<file path="src/rtl/calc_pkg.sv">
// calc_pkg
// Shared definitions for the calculator input path:
//   - KEY_* : operator payloads carried in the low three bits of a 10ooo key token
//   - alu_op_e : opcode presented to the arithmetic unit
//   - seq_state_e : states of the input sequencer
package calc_pkg;

  localparam logic [2:0] KEY_ADD = 3'b000;
  localparam logic [2:0] KEY_SUB = 3'b001;
  localparam logic [2:0] KEY_MUL = 3'b010;
  localparam logic [2:0] KEY_DIV = 3'b011;
  localparam logic [2:0] KEY_EQ  = 3'b100;
  localparam logic [2:0] KEY_AC  = 3'b101;
  localparam logic [2:0] KEY_NEG = 3'b110;

  typedef enum logic [1:0] {
    ALU_ADD = 2'b00,
    ALU_SUB = 2'b01,
    ALU_MUL = 2'b10,
    ALU_DIV = 2'b11
  } alu_op_e;

  typedef enum logic [2:0] {
    S_A,
    S_OP,
    S_B,
    S_REQ,
    S_WAIT,
    S_ERR
  } seq_state_e;

endpackage

</file>
<file path="src/rtl/decimal_append.sv">
// decimal_append
// Combinational "type another digit" step for a signed decimal entry:
// result = value*10 + digit for non-negative values, value*10 - digit for
// negative ones, so the digit always extends the magnitude.
// Ports:
//   value    in  WIDTH  current two's-complement operand
//   digit    in  4      decimal digit 0..9
//   result   out WIDTH  low WIDTH bits of the appended value
//   in_range out 1      appended value fits the signed WIDTH range
module decimal_append #(
  parameter int WIDTH = 16
) (
  input  logic [WIDTH-1:0] value,
  input  logic [3:0]       digit,
  output logic [WIDTH-1:0] result,
  output logic             in_range
);

  // Four guard bits hold |value|*10 + 9 without wrapping.
  localparam int EW = WIDTH + 4;

  logic signed [EW-1:0] ext;
  logic signed [EW-1:0] digit_ext;
  logic signed [EW-1:0] times10;
  logic signed [EW-1:0] sum;

  always_comb begin
    ext       = {{4{value[WIDTH-1]}}, value};
    digit_ext = {{(EW-4){1'b0}}, digit};
    times10   = (ext <<< 3) + (ext <<< 1);
    sum       = value[WIDTH-1] ? (times10 - digit_ext) : (times10 + digit_ext);
  end

  assign result = sum[WIDTH-1:0];
  // Fits when every bit above the WIDTH-bit sign position repeats the sign.
  assign in_range = (&sum[EW-1:WIDTH-1]) | ~(|sum[EW-1:WIDTH-1]);

endmodule

</file>
<file path="src/rtl/calc_input_sequencer.sv">
// calc_input_sequencer
// Turns keypad tokens into signed decimal operands, issues requests to the
// arithmetic unit, folds results back into operand A and drives the display.
// Build option: define REPEAT_EQ_EN to let "=" after a result repeat the
// last operation with the last B operand.
// Ports:
//   clk, rst_n (async, active-low)
//   i_key_data/i_key_valid/o_key_ready : key token handshake
//                                        (0dddd digit, 10ooo operator)
//   o_alu_a/o_alu_b/o_alu_op/o_alu_valid/i_alu_ready : ALU request
//   i_alu_done/i_alu_result/i_alu_error : ALU response (done is a pulse)
//   o_disp_value/o_disp_err : registered display value and error flag
module calc_input_sequencer
  import calc_pkg::*;
#(
  parameter int WIDTH = 16
) (
  input  logic             clk,
  input  logic             rst_n,
  input  logic [4:0]       i_key_data,
  input  logic             i_key_valid,
  output logic             o_key_ready,
  output logic [WIDTH-1:0] o_alu_a,
  output logic [WIDTH-1:0] o_alu_b,
  output logic [1:0]       o_alu_op,
  output logic             o_alu_valid,
  input  logic             i_alu_ready,
  input  logic             i_alu_done,
  input  logic [WIDTH-1:0] i_alu_result,
  input  logic             i_alu_error,
  output logic [WIDTH-1:0] o_disp_value,
  output logic             o_disp_err
);

  localparam logic [WIDTH-1:0] MIN_VAL = {1'b1, {(WIDTH-1){1'b0}}};

  seq_state_e       state, state_next;
  logic [WIDTH-1:0] a_reg, a_next;
  logic [WIDTH-1:0] b_reg, b_next;
  alu_op_e          op_reg, op_next;
  alu_op_e          next_op_reg, next_op_next;
  logic             fresh_reg, fresh_next;
  logic             chain_reg, chain_next;
  logic [WIDTH-1:0] disp_value_reg, disp_value_next;
  logic             disp_err_reg, disp_err_next;
`ifdef REPEAT_EQ_EN
  logic [WIDTH-1:0] last_b_reg, last_b_next;
  alu_op_e          last_op_reg, last_op_next;
`endif

  logic             key_fire;
  logic             is_digit, is_op, is_arith, is_eq, is_ac, is_neg;
  logic [WIDTH-1:0] digit_value;
  logic [WIDTH-1:0] app_src, app_value;
  logic             app_ok;

  assign o_key_ready = (state != S_REQ) && (state != S_WAIT);
  assign key_fire    = i_key_valid && o_key_ready;

  // Digits 10..15, operator 111 and every 11xxx token decode to nothing and
  // are simply consumed.
  assign is_digit = !i_key_data[4] && (i_key_data[3:0] < 4'd10);
  assign is_op    = i_key_data[4] && !i_key_data[3];
  assign is_arith = is_op && (i_key_data[2:0] inside {KEY_ADD, KEY_SUB, KEY_MUL, KEY_DIV});
  assign is_eq    = is_op && (i_key_data[2:0] == KEY_EQ);
  assign is_ac    = is_op && (i_key_data[2:0] == KEY_AC);
  assign is_neg   = is_op && (i_key_data[2:0] == KEY_NEG);

  assign digit_value = {{(WIDTH-4){1'b0}}, i_key_data[3:0]};

  // One append unit serves both operands; only B is being typed in S_B.
  assign app_src = (state == S_B) ? b_reg : a_reg;

  decimal_append #(.WIDTH(WIDTH)) u_append (
    .value    (app_src),
    .digit    (i_key_data[3:0]),
    .result   (app_value),
    .in_range (app_ok)
  );

  // -MIN is not representable; hold MIN instead of wrapping.
  function automatic logic [WIDTH-1:0] negate(input logic [WIDTH-1:0] v);
    return (v == MIN_VAL) ? v : -v;
  endfunction

  always_ff @(posedge clk or negedge rst_n) begin
    if (!rst_n) begin
      state          <= S_A;
      a_reg          <= '0;
      b_reg          <= '0;
      op_reg         <= ALU_ADD;
      next_op_reg    <= ALU_ADD;
      fresh_reg      <= 1'b0;
      chain_reg      <= 1'b0;
      disp_value_reg <= '0;
      disp_err_reg   <= 1'b0;
`ifdef REPEAT_EQ_EN
      last_b_reg     <= '0;
      last_op_reg    <= ALU_ADD;
`endif
    end else begin
      state          <= state_next;
      a_reg          <= a_next;
      b_reg          <= b_next;
      op_reg         <= op_next;
      next_op_reg    <= next_op_next;
      fresh_reg      <= fresh_next;
      chain_reg      <= chain_next;
      disp_value_reg <= disp_value_next;
      disp_err_reg   <= disp_err_next;
`ifdef REPEAT_EQ_EN
      last_b_reg     <= last_b_next;
      last_op_reg    <= last_op_next;
`endif
    end
  end

  always_comb begin
    state_next   = state;
    a_next       = a_reg;
    b_next       = b_reg;
    op_next      = op_reg;
    next_op_next = next_op_reg;
    fresh_next   = fresh_reg;
    chain_next   = chain_reg;
`ifdef REPEAT_EQ_EN
    last_b_next  = last_b_reg;
    last_op_next = last_op_reg;
`endif

    if (key_fire && is_ac) begin
      state_next   = S_A;
      a_next       = '0;
      b_next       = '0;
      op_next      = ALU_ADD;
      next_op_next = ALU_ADD;
      fresh_next   = 1'b0;
      chain_next   = 1'b0;
`ifdef REPEAT_EQ_EN
      last_b_next  = '0;
      last_op_next = ALU_ADD;
`endif
    end else begin
      case (state)
        S_A: begin
          if (key_fire && is_digit) begin
            a_next     = fresh_reg ? digit_value : (app_ok ? app_value : a_reg);
            fresh_next = 1'b0;
          end else if (key_fire && is_neg) begin
            a_next = negate(a_reg);
          end else if (key_fire && is_arith) begin
            op_next    = alu_op_e'(i_key_data[1:0]);
            state_next = S_OP;
          end
`ifdef REPEAT_EQ_EN
          else if (key_fire && is_eq && fresh_reg) begin
            b_next     = last_b_reg;
            op_next    = last_op_reg;
            chain_next = 1'b0;
            state_next = S_REQ;
          end
`endif
        end
        S_OP: begin
          if (key_fire && is_digit) begin
            b_next     = digit_value;
            state_next = S_B;
          end else if (key_fire && is_neg) begin
            a_next = negate(a_reg);
          end else if (key_fire && is_arith) begin
            op_next = alu_op_e'(i_key_data[1:0]);
          end
        end
        S_B: begin
          if (key_fire && is_digit) begin
            b_next = app_ok ? app_value : b_reg;
          end else if (key_fire && is_neg) begin
            b_next = negate(b_reg);
          end else if (key_fire && is_arith) begin
            next_op_next = alu_op_e'(i_key_data[1:0]);
            chain_next   = 1'b1;
            state_next   = S_REQ;
          end else if (key_fire && is_eq) begin
            chain_next = 1'b0;
            state_next = S_REQ;
          end
        end
        S_REQ: begin
          if (i_alu_ready) begin
            state_next = S_WAIT;
`ifdef REPEAT_EQ_EN
            last_b_next  = b_reg;
            last_op_next = op_reg;
`endif
          end
        end
        S_WAIT: begin
          if (i_alu_done) begin
            if (i_alu_error) begin
              state_next = S_ERR;
            end else begin
              a_next = i_alu_result;
              b_next = '0;
              if (chain_reg) begin
                op_next    = next_op_reg;
                state_next = S_OP;
              end else begin
                fresh_next = 1'b1;
                state_next = S_A;
              end
            end
          end
        end
        default: begin
          // S_ERR: only AC (handled above) does anything.
        end
      endcase
    end

    // The display follows the state being entered, so it changes on the
    // same edge that consumes the token or the result.
    disp_err_next = (state_next == S_ERR);
    if (state_next == S_ERR) begin
      disp_value_next = '0;
    end else if (state_next == S_B) begin
      disp_value_next = b_next;
    end else begin
      disp_value_next = a_next;
    end
  end

  assign o_alu_valid  = (state == S_REQ);
  assign o_alu_a      = a_reg;
  assign o_alu_b      = b_reg;
  assign o_alu_op     = op_reg;
  assign o_disp_value = disp_value_reg;
  assign o_disp_err   = disp_err_reg;

endmodule

</file>
<file path="config.mk">
export PLATFORM = sky130hd
export DESIGN_NAME = calc_input_sequencer
export DESIGN_NICKNAME = d
export VERILOG_FILES = /design/src/rtl/calc_pkg.sv /design/src/rtl/decimal_append.sv /design/src/rtl/calc_input_sequencer.sv
export SDC_FILE = /design/constraint.sdc
export NUM_CORES = 1
export LEC_CHECK = 0
export ABC_AREA = 1
export CAP_MARGIN = 20
export CORE_ASPECT_RATIO = 0.9
export CORE_MARGIN = 1
export CORE_UTILIZATION = 52
export CTS_BUF_LIST = sky130_fd_sc_hd__clkbuf_4
export CTS_CLUSTER_DIAMETER = 150
export DETAILED_ROUTE_END_ITERATION = 6
export PLACE_DENSITY = 0.78
export RECOVER_POWER = 100
export SLEW_MARGIN = 20
export SYNTH_ARGS = -nofsm -noshare
export SYNTH_HDL_FRONTEND = slang
export SYNTH_SLANG_ARGS = --single-unit
</file>
<file path="constraint.sdc">
create_clock -name clk -period 4.1 [get_ports clk]
set_input_delay 0.615 -clock clk [delete_from_list [all_inputs] [get_ports clk]]
set_output_delay 0.615 -clock clk [all_outputs]
set_load 0.02 [all_outputs]
</file>
==> insert_results.sql, run 1 <==
INSERT INTO impl_metrics (metric_group, metric, value, unit) VALUES
('placed_design', 'place_congestion', '0.957', ''),
('worst_setup_path', 'crit_path_max_fanout', '9', ''),
('route', 'post-route-drc-count', '13', ''),
('sta', 'worst_slack', '-361', 'ps'),
('die', 'die_y', '112', 'um'),
('global_routing', 'grt_pass1_wl', '43.1', 'mm'),
('die', 'std_cell_rows', '39', ''),
('clocking', 'cts_root_buf', 'clkbuf_4', ''),
('die', 'initial_utilization', '54.0', '%'),
('placed_design', 'placement.io_buffers', '79', ''),
('worst_setup_path', 'timing.critical_path.from_type', 'flop', ''),
('finish', 'share_of_post_route_cells_with_drive_strength_above_1', '32.2', '%'),
('worst_setup_path', 'critPathKind', 'flop to flop', ''),
('finish', 'layout_commonest_cell', 'nand2_1', ''),
('status', 'status', 'finished with violations', ''),
('worst_setup_path', 'timing.critical_path.mode_cell', 'nand2_2', ''),
('global_routing', 'groute.usage.overall', '40.5', '%'),
('sta', 'finalWorstPathRequiredPeriod', '4460', 'ps'),
('route', 'totalWireLength', '30.2', 'mm'),
('sta', 'slew_worst_pin', '1980', 'ps'),
('clocking', 'clk_path_buf_depth', '2', ''),
('finish', 'final_core_utilization', '80.3', '%'),
('clocking', 'register_clock_pin_slew_on_the_reported_worst_setup_and_hold_paths', '120', 'ps'),
('die', 'floorplan.die_area', '0.0138', 'sq mm'),
('yosys', 'syn_inst', '1184', ''),
('yosys', 'yosysUniqueCellTypes', '46', ''),
('clocking', 'tritoncts_clock_tree', 'built', ''),
('yosys', 'synth_nets', '1235', ''),
('sta', 'drv_slew', '61', ''),
('yosys', 'synth.ff_latch_count', '58', ''),
('finish', 'final_net_count', '1459', ''),
('sta', 'max-slew-margin-rel', '-31.8', '%'),
('sta', 'fin_skew', '18.1', 'ps'),
('worst_setup_path', 'crit_required', '4490', 'ps'),
('route', 'drtPass1Iterations', '7', ''),
('worst_setup_path', 'cell_type_of_the_slowest_stage_on_the_worst_timing_path', 'dfrtp_1', ''),
('worst_hold_path', 'kind_of_path_behind_the_tightest_hold_check', 'flop to flop', ''),
('route', 'detailedRoute.firstIterationViolations', '1629', ''),
('sta', 'grt_setup_unrepaired', 'true', ''),
('global_routing', 'globalRoute.totalOverflow', '0', ''),
('route', 'met2WireLength', '13.6', 'mm'),
('worst_setup_path', 'critical_path.endpoint_type', 'flop', ''),
('clocking', 'numCtsBuffers', '9', ''),
('die', 'fp.coreArea', '0.0128', 'sq mm'),
('placed_design', 'dpl.hpwl', '19.8', 'mm'),
('global_routing', 'grt_antenna_before_repair', '1', ''),
('sta', 'timing_hold_violations_final', '0', ''),
('route', 'drt-met1-wl', '11.0', 'mm'),
('worst_setup_path', 'critical-path-max-stage-delay', '430', 'ps'),
('route', 'num_vias', '9684', ''),
('yosys', 'fraction_of_the_yosys_area_taken_by_sequential_cells', '20.9', '%'),
('finish', 'layout.filler_cells', '903', ''),
('clocking', 'worstSkewPairLatency', '460', 'ps'),
('global_routing', 'grt_max_degree', '35', ''),
('flow_run', 'max_cap_violations', '2', ''),
('sta', 'finalCritPeriodShare', '109', '%'),
('finish', 'syn_to_final_growth', '48.7', '%'),
('clocking', 'cts.htree.levels', '3', ''),
('route', 'drt-vias-per-instance', '6.14', ''),
('finish', 'final_cell_mix', 'nand2_1, inv_1, buf_4', ''),
('global_routing', 'via_count_of_the_first_global_routing_pass', '8291', ''),
('worst_setup_path', 'cp_data_arrival_time', '4850', 'ps'),
('die', 'ios', '80', ''),
('route', 'route.detailed.wl_per_inst', '19.2', 'um'),
('die', 'die-width', '124', 'um'),
('yosys', 'syn-mean-instance-area', '5.85', 'sq um'),
('sta', 'setup-violations-final', '48', ''),
('status', 'violated_checks', 'design-rule violations, max-capacitance violations, max-slew violations, negative setup slack', ''),
('clocking', 'post_cts_hold_buffer_count', '0', ''),
('route', 'antenna_left', '0', ''),
('route', 'detailroute.wirelength.met3', '3.63', 'mm'),
('yosys', 'synth-warning-count', '0', ''),
('route', 'dr.max_layer_used', 'met4', ''),
('yosys', 'syn_std_cell_area', '0.00693', 'sq mm'),
('sta', 'fmax', '224', 'MHz'),
('clocking', 'clkSinkCount', '58', '');
[area by class of cell]
class | instances | area (sq um) | share of cell area, %
Clock buffer | 9 | 67.6 | 0.656
Sequential cell | 58 | 1450 | 14.1
Clock inverter | 6 | 35.0 | 0.340
Inverter | 182 | 693 | 6.73
Tap cell | 164 | 205 | 1.99
Antenna cell | 1 | 2.50 | 0.0243
Timing Repair Buffer | 246 | 2200 | 21.3
Multi-Input combinational cell | 911 | 5650 | 54.8
[stage by stage]
step                area (sq um)  TNS, ps  hold WS [ps]  setup WS (ps)  std cells
floorplan                   6940        0           319           10.3       1184
global placement            8810    -3630           478           -209       1521
detailed placement          8810    -4640           496           -263       1521
CTS                         9420        0           259           6.98       1551
global route               10300   -17590           527           -488       1577
finish                     10300    -9830           519           -361       1577
[critical path, delay by kind of cell (launching register included)]
family / cells / cell delay (ps)
AND/OR/NAND/NOR: 22 / 2200
AO/OA/AOI/OAI: 3 / 460
flip-flops: 1 / 430
adder cells (fa/ha/maj): 1 / 290
buffers and inverters: 7 / 790
XOR/XNOR: 1 / 200
[synthesized netlist by cell type, drive strengths merged]
library cell | count | area [sq um]
nand2 | 360 | 1470
inv | 176 | 663
nor2 | 127 | 512
a21oi | 96 | 499
o21ai | 96 | 484
nand3 | 78 | 415
dfrtp | 58 | 1450
clkbuf | 29 | 109
o211ai | 28 | 210
xor2 | 23 | 201
ha | 21 | 263
nor3 | 20 | 100
nand4 | 11 | 68.8
buf | 8 | 61.3
o221ai | 8 | 70.1
a31oi | 7 | 43.8
clkinv | 6 | 22.5
o31ai | 5 | 37.5
a211oi | 4 | 30.0
fa | 3 | 60.1
nand3b | 3 | 22.5
or2 | 3 | 18.8
a221oi | 2 | 17.5
nor4 | 2 | 12.5
o22ai | 2 | 12.5
xnor2 | 2 | 17.5
a2111oi | 1 | 8.76
a311oi | 1 | 8.76
a32o | 1 | 10.0
and2 | 1 | 6.26
o211a | 1 | 10.0
o21bai | 1 | 7.51
[final timing paths]
path                                          from                        end  slack, ps  cells past startpoint
setup / recovery                state[0]$_DFF_PN0_  o_disp_value[1]$_DFF_PN0_       -360                     34
hold / removal             o_alu_op[0]$_DFFE_PN0P_    o_alu_op[0]$_DFFE_PN0P_        520                      2
setup reg to reg                state[0]$_DFF_PN0_  o_disp_value[1]$_DFF_PN0_       -360                     34
hold reg to reg            o_alu_op[0]$_DFFE_PN0P_    o_alu_op[0]$_DFFE_PN0P_        520                      2
max in group asynchronous                    rst_n         state[1]$_DFF_PN0_       1090                      2
min in group asynchronous                    rst_n      o_alu_a[15]$_DFF_PN0_        690                      1
[metal layers]
metal	vias to the layer above	global-route usage, %
li1	4306	-
met1	4342	54.2
met2	808	61.4
met3	228	8.66
met4	0	19.4
met5	-	0
[kinds of logic after synthesis]
| group | share of synthesized area, % |
|---|---|
| compound gates | 20.9 |
| xor+xnor | 3.16 |
| fa+ha+maj | 4.66 |
| buf+inv | 12.4 |
| flops | 20.9 |
| simple gates | 38.0 |
[what timing repair did]
item | 4_1_cts | 5_1_grt
endpoints found under the setup margin | 47 | 48
cloned | 4 | 1
pin swaps | 31 | 80
buffers inserted | 11 | 26
gates resized for setup | 87 | 202
Power of run 1 is not shown: default switching activity piles up to over one toggle a cycle in this logic, so the estimate is an artifact.
==> run 2, diff against run 1 <==
CORE_MARGIN = not set   (was 1)
PLACE_DENSITY = 0.75   (was 0.78)
REMOVE_ABC_BUFFERS = 1   (was not set)
clock period = 4.3 ns   (was 4.1 ns; I/O delays follow)
==> run 2 against run 1 <==
The flow finishes with violations (max-capacitance violations, max-slew violations). Register-to-register slack gained 450 ps. Fmax increased by 5.8%. Global-route usage fell by 3.2 points. Core utilization down 7.1 points. Critical endpoint unchanged.
==> insert_results.sql, run 2 (same netlist as run 1, synthesis figures left out) <==
INSERT INTO impl_metrics (metric_group, metric, value, unit) VALUES
('finish', 'final_cell_mix', 'nand2_1, inv_1, nor2_1', ''),
('die', 'initial_utilization', '54.0', '%'),
('finish', 'layout_commonest_cell', 'nand2_1', ''),
('sta', 'fmax', '237', 'MHz'),
('route', 'drtPass1Iterations', '7', ''),
('status', 'status', 'finished with violations', ''),
('clocking', 'worstSkewPairLatency', '470', 'ps'),
('worst_setup_path', 'crit_required', '4690', 'ps'),
('global_routing', 'groute.usage.overall', '37.3', '%'),
('global_routing', 'globalRoute.totalOverflow', '0', ''),
('worst_setup_path', 'timing.critical_path.from_type', 'flop', ''),
('worst_setup_path', 'timing.critical_path.mode_cell', 'nand2_1', ''),
('global_routing', 'grt_pass1_wl', '39.6', 'mm'),
('worst_setup_path', 'critPathKind', 'flop to flop', ''),
('sta', 'drv_slew', '61', ''),
('sta', 'finalWorstPathRequiredPeriod', '4220', 'ps'),
('finish', 'final_core_utilization', '73.2', '%'),
('sta', 'max-slew-margin-rel', '-28.0', '%'),
('sta', 'totalNegativeSetupSlack', '0', 'ps'),
('global_routing', 'grt_max_degree', '37', ''),
('route', 'drt-vias-per-instance', '5.83', ''),
('route', 'totalWireLength', '26.4', 'mm'),
('global_routing', 'via_count_of_the_first_global_routing_pass', '7820', ''),
('sta', 'finalCritPeriodShare', '98.0', '%'),
('die', 'ios', '80', ''),
('status', 'violated_checks', 'max-capacitance violations, max-slew violations', ''),
('worst_setup_path', 'crit_family', 'simple AND/OR/NAND/NOR gates', ''),
('sta', 'fin_skew', '20.1', 'ps'),
('die', 'floorplan.die_area', '0.0138', 'sq mm'),
('sta', 'timing_hold_violations_final', '0', ''),
('global_routing', 'grt_antenna_before_repair', '1', ''),
('worst_setup_path', 'critical_path_buf_inv_count', '8', ''),
('clocking', 'clk_path_buf_depth', '2', ''),
('worst_setup_path', 'cell_type_of_the_slowest_stage_on_the_worst_timing_path', 'dfrtp_1', ''),
('sta', 'timing.hold.ws', '515', 'ps'),
('route', 'post-route-drc-count', '0', ''),
('worst_setup_path', 'critical_path.endpoint_type', 'flop', ''),
('worst_setup_path', 'crit_path_max_fanout', '11', ''),
('route', 'num_vias', '8895', ''),
('die', 'die_y', '112', 'um'),
('placed_design', 'dpl.hpwl', '19.2', 'mm'),
('clocking', 'clkSinkCount', '58', ''),
('global_routing', 'met1_use_gr', '50.8', '%'),
('sta', 'setup-violations-final', '0', ''),
('clocking', 'tritoncts_clock_tree', 'built', ''),
('sta', 'slew_worst_pin', '1920', 'ps'),
('flow_run', 'max_cap_violations', '2', ''),
('global_routing', 'global_route.peak_usage_layer', 'met2', ''),
('route', 'detailedRoute.firstIterationViolations', '998', ''),
('finish', 'diodes', '0', ''),
('sta', 'grt_setup_unrepaired', 'true', ''),
('clocking', 'register_clock_pin_slew_on_the_reported_worst_setup_and_hold_paths', '120', 'ps'),
('finish', 'multiInputGateArea', '0.00511', 'sq mm'),
('finish', 'seqCellArea', '0.00145', 'sq mm'),
('global_routing', 'grtUsageMet3', '6.71', '%'),
('clocking', 'cts_root_buf', 'clkbuf_4', ''),
('route', 'route.detailed.wl_per_inst', '17.3', 'um'),
('finish', 'final_net_count', '1408', ''),
('placed_design', 'placement.io_buffers', '79', ''),
('clocking', 'cts.htree.levels', '3', ''),
('worst_setup_path', 'critical-path-max-stage-delay', '420', 'ps'),
('finish', 'layout.filler_cells', '1135', ''),
('die', 'std_cell_rows', '39', ''),
('finish', 'share_of_post_route_cells_with_drive_strength_above_1', '21.0', '%'),
('placed_design', 'place_congestion', '0.974', ''),
('die', 'fp.coreArea', '0.0128', 'sq mm'),
('worst_setup_path', 'cp_data_arrival_time', '4600', 'ps'),
('clocking', 'post_cts_hold_buffer_count', '0', ''),
('global_routing', 'use_met2', '56.0', '%'),
('route', 'antenna_left', '0', ''),
('clocking', 'numCtsBuffers', '9', ''),
('worst_hold_path', 'kind_of_path_behind_the_tightest_hold_check', 'flop to flop', ''),
('finish', 'syn_to_final_growth', '35.6', '%'),
('die', 'die-width', '124', 'um');
## run 2: cell type report
class,instances,share of cell area (%)
clock buffer,9,0.719
sequential,58,15.5
timing repair buffer,198,19.3
tap,164,2.18
multi-input combinational,908,54.4
inverter,182,7.33
clock inverter,7,0.639
## run 2: routing by layer
| metal | wire (um) | vias to the layer above | part of all wire (%) |
|---|---|---|---|
| met2 | 11500 | 523 | 44 |
| met1 | 10900 | 4062 | 41 |
| met5 | 13 | - | 0.049 |
| met3 | 2570 | 107 | 9.7 |
| met4 | 1350 | 2 | 5.1 |
| li1 | - | 4201 | - |
## run 2: final timing paths
| check | from | depth (start not counted) | to | slack [ps] |
|---|---|---|---|---|
| max | state[2]$_DFF_PN0_ | 34 | o_disp_value[1]$_DFF_PN0_ | 80 |
| min | o_alu_op[0]$_DFFE_PN0P_ | 2 | o_alu_op[0]$_DFFE_PN0P_ | 520 |
| max reg2reg | state[2]$_DFF_PN0_ | 34 | o_disp_value[1]$_DFF_PN0_ | 80 |
| min reg2reg | o_alu_op[0]$_DFFE_PN0P_ | 2 | o_alu_op[0]$_DFFE_PN0P_ | 520 |
| max in group asynchronous | rst_n | 2 | o_disp_value[3]$_DFF_PN0_ | 1230 |
| min in group asynchronous | rst_n | 1 | o_alu_b[9]$_DFF_PN0_ | 570 |
## run 2: tightest hold or removal path, stage by stage, from the launching register on
cell	delay, ps
dfrtp_1	370
nand2_1	50
o21ai_0	60
## run 2: what timing repair did
item,4_1_cts,5_1_grt
resized for setup,3,130
setup endpoints to repair,16,48
pin swaps,0,47
buffers inserted,0,18
gates cloned,0,3
## run 2: stage by stage
step / cells / setup slack, ps / instance area [sq um]
floorplan: 1147 / -754 / 6760
global placement: 1489 / -26.3 / 8530
detailed placement: 1489 / -50.8 / 8530
CTS: 1505 / 0.355 / 8670
global route: 1526 / -162 / 9390
finish: 1526 / 83.9 / 9390
Power of run 2 is left out for the same reason.
